$ cat src/rtl/fd_corner_sink.sv
// FAST9 corner sink: splits refAddr into (x,y), drops border corners and queues
// accepted corners plus an end-of-frame marker for a ready/valid consumer.
module fd_corner_sink #(
    parameter int ADDR_W = 15,
    parameter int X_W    = 8,
    parameter int BORDER = 3,
    parameter int DEPTH  = 16,
    parameter int CNT_W  = 16
) (
    input  logic                clock,
    input  logic                reset,
    input  logic                inValid,
    input  logic                isCorner,
    input  logic [ADDR_W-1:0]   refAddr,
    input  logic                frameEnd,
    output logic                outValid,
    input  logic                outReady,
    output logic [X_W-1:0]      outX,
    output logic [ADDR_W-X_W-1:0] outY,
    output logic                outCorner,
    output logic                outLast,
    output logic [CNT_W-1:0]    frameCount,
    output logic                overflow,
    output logic                frameDone
);
    localparam int Y_W   = ADDR_W - X_W;
    localparam int PTR_W = $clog2(DEPTH);
    localparam int OCC_W = PTR_W + 1;

    localparam logic [X_W-1:0]   X_MIN = X_W'(BORDER);
    localparam logic [X_W-1:0]   X_MAX = X_W'((1 << X_W) - 1 - BORDER);
    localparam logic [Y_W-1:0]   Y_MIN = Y_W'(BORDER);
    localparam logic [Y_W-1:0]   Y_MAX = Y_W'((1 << Y_W) - 1 - BORDER);
    localparam logic [OCC_W-1:0] OCC_CORNER_MAX = OCC_W'(DEPTH - 2);
    localparam logic [OCC_W-1:0] OCC_LAST_MAX   = OCC_W'(DEPTH - 1);
    localparam logic [CNT_W-1:0] CNT_MAX = '1;

    typedef struct packed {
        logic           last;
        logic           corner;
        logic [X_W-1:0] x;
        logic [Y_W-1:0] y;
    } entry_t;

    entry_t             r_mem [DEPTH];
    logic [PTR_W-1:0]   r_wr_ptr;
    logic [PTR_W-1:0]   r_rd_ptr;
    logic [OCC_W-1:0]   r_occ;
    logic [CNT_W-1:0]   r_cur_count;
    logic [CNT_W-1:0]   r_frame_count;
    logic               r_overflow;
    logic               r_frame_done;

    logic [X_W-1:0]     w_x;
    logic [Y_W-1:0]     w_y;
    logic               w_interior;
    logic               w_cand;
    logic               w_is_last;
    logic               w_want;
    logic               w_slot_ok;
    logic               w_push;
    logic               w_pop;
    logic               w_out_vld;
    logic               w_acc_corner;
    logic [OCC_W-1:0]   w_occ_n;
    logic [CNT_W-1:0]   w_cur_inc;
    entry_t             w_entry;
    entry_t             w_head;

    assign w_x        = refAddr[X_W-1:0];
    assign w_y        = refAddr[ADDR_W-1:X_W];
    assign w_interior = (w_x >= X_MIN) && (w_x <= X_MAX) && (w_y >= Y_MIN) && (w_y <= Y_MAX);
    assign w_cand     = inValid & isCorner & w_interior;
    assign w_is_last  = inValid & frameEnd;
    assign w_want     = w_cand | w_is_last;

    assign w_out_vld  = (r_occ != '0);
    assign w_pop      = w_out_vld & outReady;
    assign w_occ_n    = r_occ - OCC_W'(w_pop);

    // Non-last corners leave one slot free so the frame marker always fits.
    assign w_slot_ok    = w_is_last ? (w_occ_n <= OCC_LAST_MAX) : (w_occ_n <= OCC_CORNER_MAX);
    assign w_push       = w_want & w_slot_ok;
    assign w_acc_corner = w_push & w_cand;
    assign w_cur_inc    = (r_cur_count == CNT_MAX) ? r_cur_count : r_cur_count + 1'b1;

    always_comb begin
        w_entry        = '0;
        w_entry.last   = w_is_last;
        w_entry.corner = w_cand;
        if (w_cand) begin
            w_entry.x = w_x;
            w_entry.y = w_y;
        end
    end

    always_ff @(posedge clock) begin
        if (w_push) begin
            r_mem[r_wr_ptr] <= w_entry;
        end
    end

    always_ff @(posedge clock or posedge reset) begin
        if (reset) begin
            r_wr_ptr      <= '0;
            r_rd_ptr      <= '0;
            r_occ         <= '0;
            r_cur_count   <= '0;
            r_frame_count <= '0;
            r_overflow    <= 1'b0;
            r_frame_done  <= 1'b0;
        end else begin
            if (w_push) begin
                r_wr_ptr <= r_wr_ptr + 1'b1;
            end
            if (w_pop) begin
                r_rd_ptr <= r_rd_ptr + 1'b1;
            end
            r_occ        <= w_occ_n + OCC_W'(w_push);
            r_frame_done <= w_pop & w_head.last;
            if (w_want && !w_slot_ok) begin
                r_overflow <= 1'b1;
            end
            if (w_is_last) begin
                r_frame_count <= w_acc_corner ? w_cur_inc : r_cur_count;
                r_cur_count   <= '0;
            end else if (w_acc_corner) begin
                r_cur_count <= w_cur_inc;
            end
        end
    end

    // Head fields read straight from the storage flops; zeroed while empty.
    assign w_head     = w_out_vld ? r_mem[r_rd_ptr] : '0;
    assign outValid   = w_out_vld;
    assign outX       = w_head.x;
    assign outY       = w_head.y;
    assign outCorner  = w_head.corner;
    assign outLast    = w_head.last;
    assign frameCount = r_frame_count;
    assign overflow   = r_overflow;
    assign frameDone  = r_frame_done;
endmodule

$ cat config.mk
export PLATFORM = sky130hd
export DESIGN_NAME = fd_corner_sink
export DESIGN_NICKNAME = d
export VERILOG_FILES = /design/src/rtl/fd_corner_sink.sv
export SDC_FILE = /design/constraint.sdc
export NUM_CORES = 1
export LEC_CHECK = 0
export CORE_MARGIN = 2
export CORE_UTILIZATION = 41
export CTS_CLUSTER_SIZE = 24
export DETAILED_ROUTE_END_ITERATION = 6
export PLACE_DENSITY = 0.67
export REMOVE_ABC_BUFFERS = 1
export SKIP_CTS_REPAIR_TIMING = 1
export SLEW_MARGIN = 20
export SYNTH_ARGS = -nofsm -noshare
export SYNTH_HDL_FRONTEND = slang
export SYNTH_SLANG_ARGS = --single-unit
$ cat constraint.sdc
create_clock -name clock -period 5.9 [get_ports clock]
set_input_delay 1.18 -clock clock [delete_from_list [all_inputs] [get_ports clock]]
set_output_delay 1.18 -clock clock [all_outputs]
set_load 0.03 [all_outputs]
==> metrics.yaml <==
clock_sinks: 319
cp-end-kind: "primary output"
cp_slowest_stage_delay_ps: 760
synth_compound_area_frac: 0.03398
synth.area.mux_share: 0.1501
period_needed_ps: 4749
period_share: 0.8049
dp_cells: 1133
report.final.hold_viol_count: 0
num-fill-cells: 2574
fin_setup_tns_ps: 0
seq_area_frac_synth: 0.7169
synthDistinctLibCells: 54
port_buffers: 56
ioPinCount: 57
critPathLaunchType: "flip-flop"
synthSimpleGateAreaFrac: 0.06355
layout_common_cells: "edfxtp_1 (272), mux4_2 (85), clkdlybuf4s50_1 (56)"
synth_area_leaders: "edfxtp_1 (63%), mux4_2 (15%), dfrtp_1 (9.0%)"
finalNetCount: 798
grt_util_all_layers: 0.1781
syn_avg_cell_area_um2: 18.86
worst_path_max_delay_cell: "dfrtp_4"
power_density_mw_per_mm2: 473.7
drcViolationCount: 0
grt_pass1_wl_mm: 43.70
core_area_mm2: 0.03139
setup_viol: 0
synth_warnings: 0
min_path_type: "reg2reg"
yosysTopAreaCellShare: 0.6267
synth_xor_area_frac: 0.009408
die_w_um: 182.3
cp_max_fo: 25
die_area_mm2: 0.03323
grt_max_degree: 61
syn2layout_area_growth_pct: 17.29
relSlewSlack: 0.2525
grt_pass1_vias: 6840
drt_iter0_drc: 602
htreeDepth: 2
synth-adder-area-share: 0.009600
tritoncts: "built"
ir_drop_uv: 239.3
instances_no_fill: 1196
worstSetupPathType: "reg2out"
die_h_um: 182.3
synth_top_family_by_area: "multiplexers"
maxCapViolations: 0
num_rows: 65
syn_inst: 691
fmax_mhz: 210.6
final_common_cell: "edfxtp_1"
ys_ff_latch: 319
slew_violations: 0
initial_utilization: 0.4152
gp_congestion: 0.8152
utilization: 0.4870
grt-ovfl-total: 0
via_per_inst: 5.586
worst_ep_arrival_time_ps: 3570
status: "complete, no violations"
synth_top_cell_by_area: "edfxtp_1"
drt-total-wl_mm: 28.74
hpwl_mm: 18.15
insertion_delay_ps: 520
ctsLongestPathBuffers: 3
rsz0062_at_grt: "false"
synth_area_mm2: 0.01303
drive_gt1_frac: 0.2333
power_mw: 7.241
firstDrtPassIters: 4
leakage_nw: 5.080
cts.clk_slew.worst_paths_ps: 60
tightest_slew_ps: 1121
crit_top_cell: "mux4_2"
fin_skew_ps: 16.84
crit_chain: "buf_4, mux4_2, mux4_2, nor2b_1, clkdlybuf4s50_1"
antenna_left: 0
wl_per_cell_um: 24.03
cts_buffers: 34
crit_required_ps: 4720
antenna_found_initial: 1
cts_root_buf: "clkbuf_16"
via_count: 6681
## routing by layer
metal / up-vias / wire [µm] / GRT usage
li1: 2983 / - / -
met1: 3454 / 12210 / 0.2425
met2: 188 / 14250 / 0.2968
met3: 54 / 1482 / 0.02914
met4: 2 / 787 / 0.05516
met5: - / 13 / 0
## report_power, final
group          total [mW]  switching, mW  leakage [nW]  internal [mW]
sequential           2.88          0.239          3.10           2.64
clock                2.10          0.857         0.547           1.25
combinational        2.26           1.15          1.43           1.11
total                7.24           2.25          5.08           4.99
## cells by family (layout without fill, tap and decap cells)
kind of cell | after synthesis | in the layout
compound gates | 64 | 64
xor+xnor | 14 | 14
fa+ha+maj | 10 | 10
buf+inv | 50 | 152
flops | 319 | 319
mux | 89 | 89
other cells | 0 | 1
simple gates | 145 | 145
## worst paths after layout
check,start,to,slack [ps],cells after the start
min in group asynchronous,reset,r_cur_count[1]$_DFF_PP0_,1130,2
max reg2reg,r_occ[4]$_DFF_PP0_,r_occ[4]$_DFF_PP0_,1720,14
min,overflow$_DFFE_PP0P_,overflow$_DFFE_PP0P_,470,1
min reg2reg,overflow$_DFFE_PP0P_,overflow$_DFFE_PP0P_,470,1
max,r_rd_ptr[0]$_DFFE_PP0P_,outX[1],1150,5
max in group asynchronous,reset,r_rd_ptr[0]$_DFFE_PP0P_,4220,2
## worst max-delay path, delay by kind of cell (launching register included)
family | cells | cell delay (ps)
multiplexers | 2 | 1080
buffers and inverters | 2 | 1040
flip-flops | 1 | 760
AND/OR/NAND/NOR | 1 | 150
## flip-flops by register name, summed over array words and instances, names as in the netlist
signal       cells
r_mem          272
frameCount      16
r_cur_count     16
r_occ            5
r_rd_ptr         4
r_wr_ptr         4
frameDone        1
overflow         1
## cell type report
cell class                 count  area [µm²]  share of cell area
clock inverter                18       195.2             0.01277
multi-input combinational    322        3521              0.2303
tap                          402       503.0             0.03290
timing repair buffer          78       750.7             0.04911
antenna                        1       2.502           0.0001637
clock buffer                  44       919.6             0.06016
inverter                      12       46.29            0.003028
sequential                   319        9349              0.6116
## per-stage QoR
step | cell area, µm² | hold slack [ps] | setup slack (ps)
after global routing | 15280 | 503.1 | 985.1
after floorplan | 12860 | 514.0 | 601.0
final | 15290 | 473.4 | 1151
after global placement | 14170 | 462.5 | 1019
after detailed placement | 14170 | 457.2 | 899.4
after CTS | 15280 | 475.7 | 1079
## Yosys cell counts (all sizes together)
master and count:
edfxtp 272, mux4 85, dfrtp 47, nor2 27
clkbuf 25, nor2b 19, and2 18, a31oi 15
nand2 14, a21oi 13, buf 13, inv 12
nand4 12, or4 12, ha 10, o31ai 10
nand3 9, nor3 9, xnor2 9, o211ai 8
and4 5, nor4 5, xor2 5, and3 4
nand2b 4, o21ai 4, nor3b 3, a211oi 2
and3b 2, mux2 2, mux2i 2, a2111oi 1
a211o 1, a311oi 1, a31o 1, a32oi 1
a41oi 1, nand4b 1, o2111ai 1, o211a 1
o21a 1, o311ai 1, o31a 1, o41ai 1
or3 1
(Power assumes the default switching activity.)
